File: src/rtl/key_event_ctrl.sv
// key_event_ctrl: debounces the scanner key code into press / repeat / release
// events and queues them in a small first-word-fall-through FIFO for the host.
// Optional feature macro: KEY_REPEAT_EN builds the auto-repeat logic; without
// it a held key produces only its press event and its release event.
module key_event_ctrl #(
    parameter int CLK_PER_MS      = 1000,
    parameter int DEBOUNCE_MS     = 20,
    parameter int REPEAT_DELAY_MS = 500,
    parameter int REPEAT_RATE_MS  = 100,
    parameter int FIFO_DEPTH      = 4
) (
    input  logic                          clk_1mhz,
    input  logic                          reset,
    input  logic [7:0]                    key_code,
    input  logic                          rd_en,
    input  logic                          ovf_clr,
    output logic [8:0]                    rd_data,
    output logic [$clog2(FIFO_DEPTH):0]   fifo_cnt,
    output logic                          key_irq,
    output logic                          overflow
);

    localparam int PW = (CLK_PER_MS > 1) ? $clog2(CLK_PER_MS) : 1;
    localparam int AW = $clog2(FIFO_DEPTH);
    localparam int CW = AW + 1;
    localparam logic [PW-1:0] PS_TC    = PW'(CLK_PER_MS - 1);
    localparam logic [7:0]    DB_TGT   = 8'(DEBOUNCE_MS);
    localparam logic [CW-1:0] FULL_CNT = CW'(FIFO_DEPTH);
`ifdef KEY_REPEAT_EN
    localparam logic [11:0]   DELAY_TGT = 12'(REPEAT_DELAY_MS);
    localparam logic [11:0]   RATE_TGT  = 12'(REPEAT_RATE_MS);
`endif

    typedef enum logic [1:0] {
        S_IDLE     = 2'd0,
        S_DEBOUNCE = 2'd1,
        S_HELD     = 2'd2,
        S_RELEASE  = 2'd3
    } state_t;

    state_t          state_q, state_d;
    logic [7:0]      kc_q;
    logic [PW-1:0]   presc_q, presc_d;
    logic [7:0]      cand_q, cand_d;
    logic [7:0]      db_cnt_q, db_cnt_d;
`ifdef KEY_REPEAT_EN
    logic [11:0]     rep_cnt_q, rep_cnt_d;
    logic            first_q, first_d;
`endif
    logic            tick_s;
    logic            push_s;
    logic [8:0]      push_data_s;

    logic [8:0]      mem_q [FIFO_DEPTH];
    logic [AW-1:0]   wr_ptr_q, wr_ptr_d;
    logic [AW-1:0]   rd_ptr_q, rd_ptr_d;
    logic [CW-1:0]   cnt_q, cnt_d;
    logic            overflow_q, overflow_d;
    logic            key_irq_q, key_irq_d;
    logic            pop_s, full_s, wr_s, drop_s;

    assign tick_s = (presc_q == PS_TC);

    // Prescaler next value: count up to the terminal count, then wrap to zero.
    always_comb begin
        presc_d = presc_q;
        if (tick_s) begin
            presc_d = {PW{1'b0}};
        end else begin
            presc_d = presc_q + PW'(1);
        end
    end

    // Debounce / repeat FSM: next state, counters and event push request.
    always_comb begin
        state_d     = state_q;
        cand_d      = cand_q;
        db_cnt_d    = db_cnt_q;
        push_s      = 1'b0;
        push_data_s = 9'h000;
`ifdef KEY_REPEAT_EN
        rep_cnt_d   = rep_cnt_q;
        first_d     = first_q;
`endif
        case (state_q)
            S_IDLE: begin
                if (kc_q != 8'hFF) begin
                    cand_d   = kc_q;
                    db_cnt_d = 8'h00;
                    state_d  = S_DEBOUNCE;
                end else begin
                    state_d  = S_IDLE;
                end
            end
            S_DEBOUNCE: begin
                if (kc_q != cand_q) begin
                    if (kc_q == 8'hFF) begin
                        state_d  = S_IDLE;
                    end else begin
                        cand_d   = kc_q;
                        db_cnt_d = 8'h00;
                    end
                end else if (db_cnt_q == DB_TGT) begin
                    push_s      = 1'b1;
                    push_data_s = {1'b0, cand_q};
                    state_d     = S_HELD;
`ifdef KEY_REPEAT_EN
                    rep_cnt_d   = 12'h000;
                    first_d     = 1'b0;
`endif
                end else if (tick_s) begin
                    db_cnt_d = db_cnt_q + 8'd1;
                end else begin
                    db_cnt_d = db_cnt_q;
                end
            end
            S_HELD: begin
                if (kc_q != cand_q) begin
                    db_cnt_d = 8'h00;
                    state_d  = S_RELEASE;
                end else begin
`ifdef KEY_REPEAT_EN
                    // The first repeat waits the long delay, later ones the rate.
                    if (rep_cnt_q == (first_q ? RATE_TGT : DELAY_TGT)) begin
                        push_s      = 1'b1;
                        push_data_s = {1'b0, cand_q};
                        rep_cnt_d   = 12'h000;
                        first_d     = 1'b1;
                    end else if (tick_s) begin
                        rep_cnt_d = rep_cnt_q + 12'd1;
                    end else begin
                        rep_cnt_d = rep_cnt_q;
                    end
`else
                    state_d = S_HELD;
`endif
                end
            end
            S_RELEASE: begin
                // A bounce back to the held key resumes repeat timing where it was.
                if (kc_q == cand_q) begin
                    state_d = S_HELD;
                end else if (db_cnt_q == DB_TGT) begin
                    push_s      = 1'b1;
                    push_data_s = {1'b1, cand_q};
                    state_d     = S_IDLE;
                end else if (tick_s) begin
                    db_cnt_d = db_cnt_q + 8'd1;
                end else begin
                    db_cnt_d = db_cnt_q;
                end
            end
            default: begin
                state_d = S_IDLE;
            end
        endcase
    end

    // FIFO control: a push into a full FIFO is kept only when a pop frees a slot.
    always_comb begin
        pop_s    = rd_en && (cnt_q != {CW{1'b0}});
        full_s   = (cnt_q == FULL_CNT);
        wr_s     = push_s && (!full_s || pop_s);
        drop_s   = push_s && full_s && !pop_s;
        wr_ptr_d = wr_s  ? (wr_ptr_q + AW'(1)) : wr_ptr_q;
        rd_ptr_d = pop_s ? (rd_ptr_q + AW'(1)) : rd_ptr_q;
        case ({wr_s, pop_s})
            2'b10:   cnt_d = cnt_q + CW'(1);
            2'b01:   cnt_d = cnt_q - CW'(1);
            default: cnt_d = cnt_q;
        endcase
        if (drop_s) begin
            overflow_d = 1'b1;
        end else if (ovf_clr) begin
            overflow_d = 1'b0;
        end else begin
            overflow_d = overflow_q;
        end
        key_irq_d = (cnt_d != {CW{1'b0}});
    end

    // State, counters, input register and FIFO bookkeeping registers.
    always_ff @(posedge clk_1mhz or posedge reset) begin
        if (reset) begin
            state_q    <= S_IDLE;
            kc_q       <= 8'hFF;
            presc_q    <= {PW{1'b0}};
            cand_q     <= 8'hFF;
            db_cnt_q   <= 8'h00;
`ifdef KEY_REPEAT_EN
            rep_cnt_q  <= 12'h000;
            first_q    <= 1'b0;
`endif
            wr_ptr_q   <= {AW{1'b0}};
            rd_ptr_q   <= {AW{1'b0}};
            cnt_q      <= {CW{1'b0}};
            overflow_q <= 1'b0;
            key_irq_q  <= 1'b0;
        end else begin
            state_q    <= state_d;
            kc_q       <= key_code;
            presc_q    <= presc_d;
            cand_q     <= cand_d;
            db_cnt_q   <= db_cnt_d;
`ifdef KEY_REPEAT_EN
            rep_cnt_q  <= rep_cnt_d;
            first_q    <= first_d;
`endif
            wr_ptr_q   <= wr_ptr_d;
            rd_ptr_q   <= rd_ptr_d;
            cnt_q      <= cnt_d;
            overflow_q <= overflow_d;
            key_irq_q  <= key_irq_d;
        end
    end

    // Event storage: written at the tail on every accepted push.
    always_ff @(posedge clk_1mhz or posedge reset) begin
        if (reset) begin
            for (int i = 0; i < FIFO_DEPTH; i++) begin
                mem_q[i] <= 9'h000;
            end
        end else if (wr_s) begin
            mem_q[wr_ptr_q] <= push_data_s;
        end
    end

    assign rd_data  = (cnt_q == {CW{1'b0}}) ? 9'h1FF : mem_q[rd_ptr_q];
    assign fifo_cnt = cnt_q;
    assign key_irq  = key_irq_q;
    assign overflow = overflow_q;

endmodule

File: config.mk
export PLATFORM = sky130hd
export DESIGN_NAME = key_event_ctrl
export DESIGN_NICKNAME = d
export VERILOG_FILES = /design/src/rtl/key_event_ctrl.sv
export SDC_FILE = /design/constraint.sdc
export NUM_CORES = 1
export LEC_CHECK = 0
export ABC_AREA = 1
export ABC_CLOCK_PERIOD_IN_PS = 8300
export CAP_MARGIN = 25
export CORE_UTILIZATION = 55
export CTS_BUF_LIST = sky130_fd_sc_hd__clkbuf_16
export DETAILED_ROUTE_END_ITERATION = 16
export PLACE_DENSITY = 0.73
export SLEW_MARGIN = 20
export SYNTH_ARGS = -nofsm -noshare
export SYNTH_HDL_FRONTEND = slang
export SYNTH_SLANG_ARGS = --single-unit
File: constraint.sdc
create_clock -name clk_1mhz -period 8.3 [get_ports clk_1mhz]
set_clock_uncertainty 0.1 [all_clocks]
set_input_delay 1.66 -clock clk_1mhz [delete_from_list [all_inputs] [get_ports clk_1mhz]]
set_output_delay 1.66 -clock clk_1mhz [all_outputs]
set_load 0.01 [all_outputs]
==> Word-level counts from Yosys, hierarchy flattened <==
Cells that the tools add are included.
{ "op_classes": {"n_reduce_logical": 17, "bitwise_logic": 2, "magnitude_cmp": 3, "muxes": 40, "n_addsub": 6, "eq_ne": 21} }
{ "op_table": {"columns": ["cell", "count"], "rows": [
  ["$mux W8", 12],
  ["$mux W9", 6],
  ["$bwmux W36", 1],
  ["$pmux W8 S4", 1],
  ["$bmux W9 S2", 1],
  ["$demux W9 S2", 1],
  ["$pmux W9 S2", 1],
  ["$pmux W8 S2", 1],
  ["$ne A3 B3 Y1 const B", 4],
  ["$add A10 B1 Y10 const B", 1],
  ["$eq A10 B10 Y1 const B", 1],
  ["$mux W10", 1],
  ["$mux W2", 5],
  ["$ne A2 B2 Y1 const B", 5],
  ["$add A8 B1 Y8 const B", 1],
  ["$eq A8 B5 Y1 const B", 1],
  ["$eq A8 B8 Y1", 1],
  ["$eq A8 B8 Y1 const B", 1],
  ["$ne A8 B8 Y1", 1],
  ["$ne A8 B8 Y1 const B", 1],
  ["$pmux W2 S4", 1],
  ["$reduce_and A4 Y1", 2],
  ["$mux W1", 7],
  ["$eq A2 B2 Y1 const B", 3],
  ["other kinds (18)", 29]
]} }
{ "totals": {"out_inout_bits": 14, "ff_bits": 81, "inputBits": 12, "wordCells": 103} }

==> Depth between registers and ports, before layout <==
{ "depth": {"word_depth": 8, "mapped_depth": 18, "ltp_nobuf": 18} }

==> Least setup slack after synthesis <==
OpenSTA, ideal clock, no wires.
{ "synth_path": {"path_kind": "input to register", "from": "input port rd_en", "to": "register key_irq_q, in the netlist key_irq", "t_arrival_ps": 3501, "t_required_ps": 8069, "stages": 11, "slack_ps": 4568, "setup_ps": 131, "path_cell_list": "nand2_1 -> nand3_2 -> clkbuf_1 -> nand3_1 -> ha_1 -> inv_1 -> fa_1 -> a21oi_1 -> o21ai_0 -> xor2_1 -> or3_1"} }
{ "synth_via": {"elab_chain_len": 6, "elab_cells_between_ends": 7, "classes_between": "eq/ne: 2; mux: 1; reduce/logical: 4"} }
{ "synth_lines": {"columns": ["element", "line_no", "source"], "rows": [
  ["start, declared", "15", "input logic rd_en,"],
  ["$logic_and A1 B1 Y1 *", "161", "pop_s = rd_en && (cnt_q != {CW{1'b0}});"],
  ["$logic_or A1 B1 Y1", "163", "wr_s = push_s && (!full_s || pop_s);"],
  ["$logic_and A1 B1 Y1", "163", null],
  ["$eq A2 B1 Y1 or $eq A2 B2 Y1 (tied branches)", "167", "case ({wr_s, pop_s})"],
  ["$pmux W3 S2 *", "167", null],
  ["named net cnt_d[2]", "57", "logic [CW-1:0] cnt_q, cnt_d;"],
  ["$reduce_bool A3 Y1 *", "179", "key_irq_d = (cnt_d != {CW{1'b0}});"],
  ["named net key_irq_d", "59", "logic key_irq_q, key_irq_d;"],
  ["end signal, assigned", "213", "key_irq_q <= key_irq_d;"],
  ["end, declared", "59", null]
]} }
The timed path passes the listed nets; every way through them passes the cells marked *.
A chain may end at the register's enable or synchronous reset.

==> Final worst setup path <==
{ "layout_path": {"from": "register rd_ptr_q[0]", "to": "output port rd_data[1]"} }
{ "layout_via": {"elab_chain_len": 5} }
{ "layout_lines": {"columns": ["element", "line_no", "source"], "rows": [
  ["start, declared", "56", "logic [AW-1:0] rd_ptr_q, rd_ptr_d;"],
  ["start signal, assigned", "195", "rd_ptr_q <= {AW{1'b0}};"],
  ["start signal, assigned", "210", "rd_ptr_q <= rd_ptr_d;"],
  ["$not A2 Y3 (not written as such)", "228", "assign rd_data = (cnt_q == {CW{1'b0}}) ? 9'h1FF : mem_q[rd_ptr_q];"],
  ["$bmux W9 S2", "228", null],
  ["$mux W9 (not written as such) (2 in series)", "228", null],
  ["$mux W9", "228", null],
  ["end, declared", "17", "output logic [8:0] rd_data,"]
]} }
Every way passes these cells. The select of a mux whose other input is x is not followed.

==> results.json <==
{
  "start_util_pct": 56.6,
  "grt_pass1_wl_um": 17100,
  "place_area_um2": 4890,
  "synth_largest_area_cell": "dfrtp_1",
  "layout_min_cycle_time_ps": 4750,
  "worst_pin_slew_ps": 928,
  "synth_cell_types": 35,
  "grt_overflow_total": 0,
  "switchingPower_mw": 0.388,
  "cts_resized": 0,
  "die_h_um": 93.7,
  "comb_power_share_pct": 27.2,
  "cts_tree": "yes",
  "cp_slowest_cell": "dfrtp_1",
  "min-delay-path-class": "flip-flop to flip-flop",
  "place_ws_ps": 3460,
  "routed_wl_um": 10100,
  "root_buffer": "clkbuf_16",
  "fin_total_pwr_mw": 1.21,
  "final_cell_count_no_fill": 741,
  "hold_slack_ps": 377,
  "hpwlAfterDp_um": 6630,
  "crit_top_cell": "nor2_1",
  "vdd.ir_drop.worst_mv": 0.117,
  "cp_max_fo": 20,
  "syn_to_final_growth_pct": 12.6,
  "first_pass_iters": 5,
  "setup_ws_ps": 3550,
  "place_inst": 725,
  "rsz0062_at_grt": "no",
  "cts_max_level": 3,
  "setup_tns_ps": 0,
  "grt_max_degree": 82,
  "cp.arrival_ps": 2990,
  "coreArea_um2": 8180,
  "die_x_um": 93.7,
  "end_kind": "primary output",
  "slew_headroom_pct": 38.0,
  "synth_area_per_cell_um2": 7.48,
  "synthCells": 618,
  "crit_path_start_kind": "flip-flop",
  "ctsHoldBuffers": 0,
  "hold_viol": 0,
  "min_period_over_period_pct": 57.3,
  "p_per_area_nw_per_um2": 233,
  "num_vias": 4112,
  "gp_congestion": 0.821,
  "syn_nets": 639,
  "synth_area_leaders": "dfrtp_1 (35%), nand2_1 (16%), dfstp_2 (9.1%)",
  "cp_cell_sequence": "clkinv_1, nor2_1, nor2_1, o21ai_0, o311ai_0, clkdlybuf4s50_1",
  "p_int_mw": 0.825,
  "crit_required_ps": 6540,
  "status": "complete, no violations",
  "final_area_um2": 5210,
  "maxSlewViolCount": 0,
  "n_antenna_cell": 0,
  "p_leak_nw": 2.68,
  "drt.antenna.violating_nets": 0,
  "track_usage_pct": 24.9,
  "seq_area_frac_synth_pct": 44.3,
  "crit_path_max_incr_delay_ps": 780,
  "netSwitchingFraction_pct": 32.0,
  "num-nets-final": 652,
  "postCtsSetupRepairBufs": 0,
  "drive_gt1_share_pct": 8.49,
  "die_area_um2": 8780,
  "clkLatencyLatePin_ps": 340,
  "antenna_found_initial": 0,
  "vias_per_cell": 5.55,
  "worst-setup-path-type": "flip-flop to primary output",
  "drt_iter0_markers": 246,
  "rows": 33,
  "clock-sinks": 81,
  "ios": 26,
  "numCtsBuffers": 9,
  "fmax_mhz": 210,
  "clkPwrFrac_pct": 34.8,
  "ys_ff_latch": 81,
  "yosys_warnings": 0,
  "syn_area_um2": 4630,
  "final_core_util_pct": 63.7,
  "fill_cells": 711,
  "drc": 0,
  "wl_per_cell_um": 13.6,
  "drv_cap": 0,
  "port_buffers": 25,
  "grt_pass1_vias": 3687,
  "seq_power_share_pct": 37.9,
  "clockBufferDepth": 2,
  "yosysTopAreaCellShare_pct": 35.2,
  "cts.reportedPaths.clkPinSlew_ps": 60,
  "final-setup-viol-count": 0
}
==> cell usage after synthesis <==
| cell | count |
|---|---|
| o21ai_2 | 1 |
| buf_1 | 1 |
| a211oi_1 | 1 |
| nand3_1 | 37 |
| buf_4 | 4 |
| ha_1 | 8 |
| clkinv_1 | 2 |
| nand2_2 | 1 |
| dfrtp_1 | 65 |
| nor2_1 | 65 |
| dfstp_2 | 16 |
| a21oi_1 | 7 |
| nand2_1 | 202 |
| clkbuf_1 | 12 |
| fa_1 | 1 |
| xor2_1 | 4 |
| or3_1 | 1 |
| o21ai_0 | 30 |
| and3_1 | 1 |
| nor2_8 | 2 |
| o21ai_1 | 1 |
| nor2_2 | 7 |
| xnor2_1 | 4 |
| nand4_1 | 49 |
| inv_2 | 4 |
| nor3_1 | 6 |
| buf_2 | 5 |
| nand3_2 | 6 |
| o211ai_1 | 1 |
| buf_6 | 2 |
| a31oi_1 | 1 |
| inv_1 | 60 |
| nand3_4 | 1 |
| o311ai_0 | 9 |
| nand2_4 | 1 |
==> sequential cells by signal, summed over array words and instances (netlist names), named ones only <==
register	cells
presc_q	10
rd_ptr_q	2
state_q	1
overflow	1
wr_ptr_q	2
db_cnt_q	8
mem_q	36
kc_q	8
key_irq	1
fifo_cnt	3
cand_q	8
==> power by group through the flow <==
stage,Clock (mW),Sequential (mW),Combinational [mW]
6_report,0.422,0.460,0.330
3_5_place_dp,0,0.465,0.329
5_1_grt,0.442,0.462,0.368
4_1_cts,0.425,0.458,0.330
3_3_place_gp,0,0.465,0.324
2_1_floorplan,0,0.445,0.202
==> layout make-up <==
class | count | area (um^2) | share of cell area [%]
Inverter | 66 | 249 | 4.78
Clock inverter | 7 | 87.6 | 1.68
Clock buffer | 9 | 225 | 4.33
Multi-Input combinational cell | 447 | 2200 | 42.3
Sequential cell | 81 | 2050 | 39.3
Timing Repair Buffer | 26 | 262 | 5.02
Tap cell | 105 | 131 | 2.52
==> cell usage in the layout (no fill, tap or decap), types with 2 or more instances in the layout <==
cell type          n
clkinv_1           2
nand3_2            6
xor2_1             4
nor3_1             6
nand4_1           49
clkdlybuf4s50_1   25
nor2_1            65
inv_2              4
ha_1               8
nor2_8             2
bufinv_16          2
nand3_1           37
clkbuf_16          9
a21oi_1            7
nor2_2             7
o21ai_0           30
dfstp_2           16
nand2_1          202
inv_1             62
dfrtp_1           65
xnor2_1            4
o311ai_0           9
==> logic make-up (layout without fill, tap and decap cells) <==
family,after synthesis,in the layout,share of synthesized area [%]
and+or+nand+nor,379,379,37.1
buffers and inverters,90,108,8.09
DFF,81,81,44.3
AOI/OAI and AO/OA,51,51,6.46
adders and majority gates,9,9,2.60
xor gates and xnor gates,8,8,1.51
==> layer usage <==
| layer | track usage [%] | share of wire [%] |
|---|---|---|
| met1 | 35.0 | 48 |
| met2 | 38.7 | 47 |
| met3 | 3.88 | 4.0 |
| met4 | 9.49 | 1.7 |
| met5 | 0 | 0 |
==> final timing paths <==
kind / start / endpoint / slack (ps) / cells after the start
max in group asynchronous: reset / db_cnt_q[1] / 5880 / 3
min in group asynchronous: reset / presc_q[7] / 1730 / 3
setup / recovery: rd_ptr_q[0] / rd_data[1] / 3550 / 6
hold / removal: mem_q[28] / mem_q[28] / 380 / 2
setup reg to reg: fifo_cnt[1] / key_irq / 4490 / 12
hold reg to reg: mem_q[28] / mem_q[28] / 380 / 2
==> worst max-delay path, delay by kind of cell (launching register included) <==
kind / cells / cell delay [ps]
DFF: 1 / 780
AOI/OAI and AO/OA: 2 / 300
buffers and inverters: 2 / 1280
and+or+nand+nor: 2 / 300
Note: power is estimated with default switching activity, not from simulation.
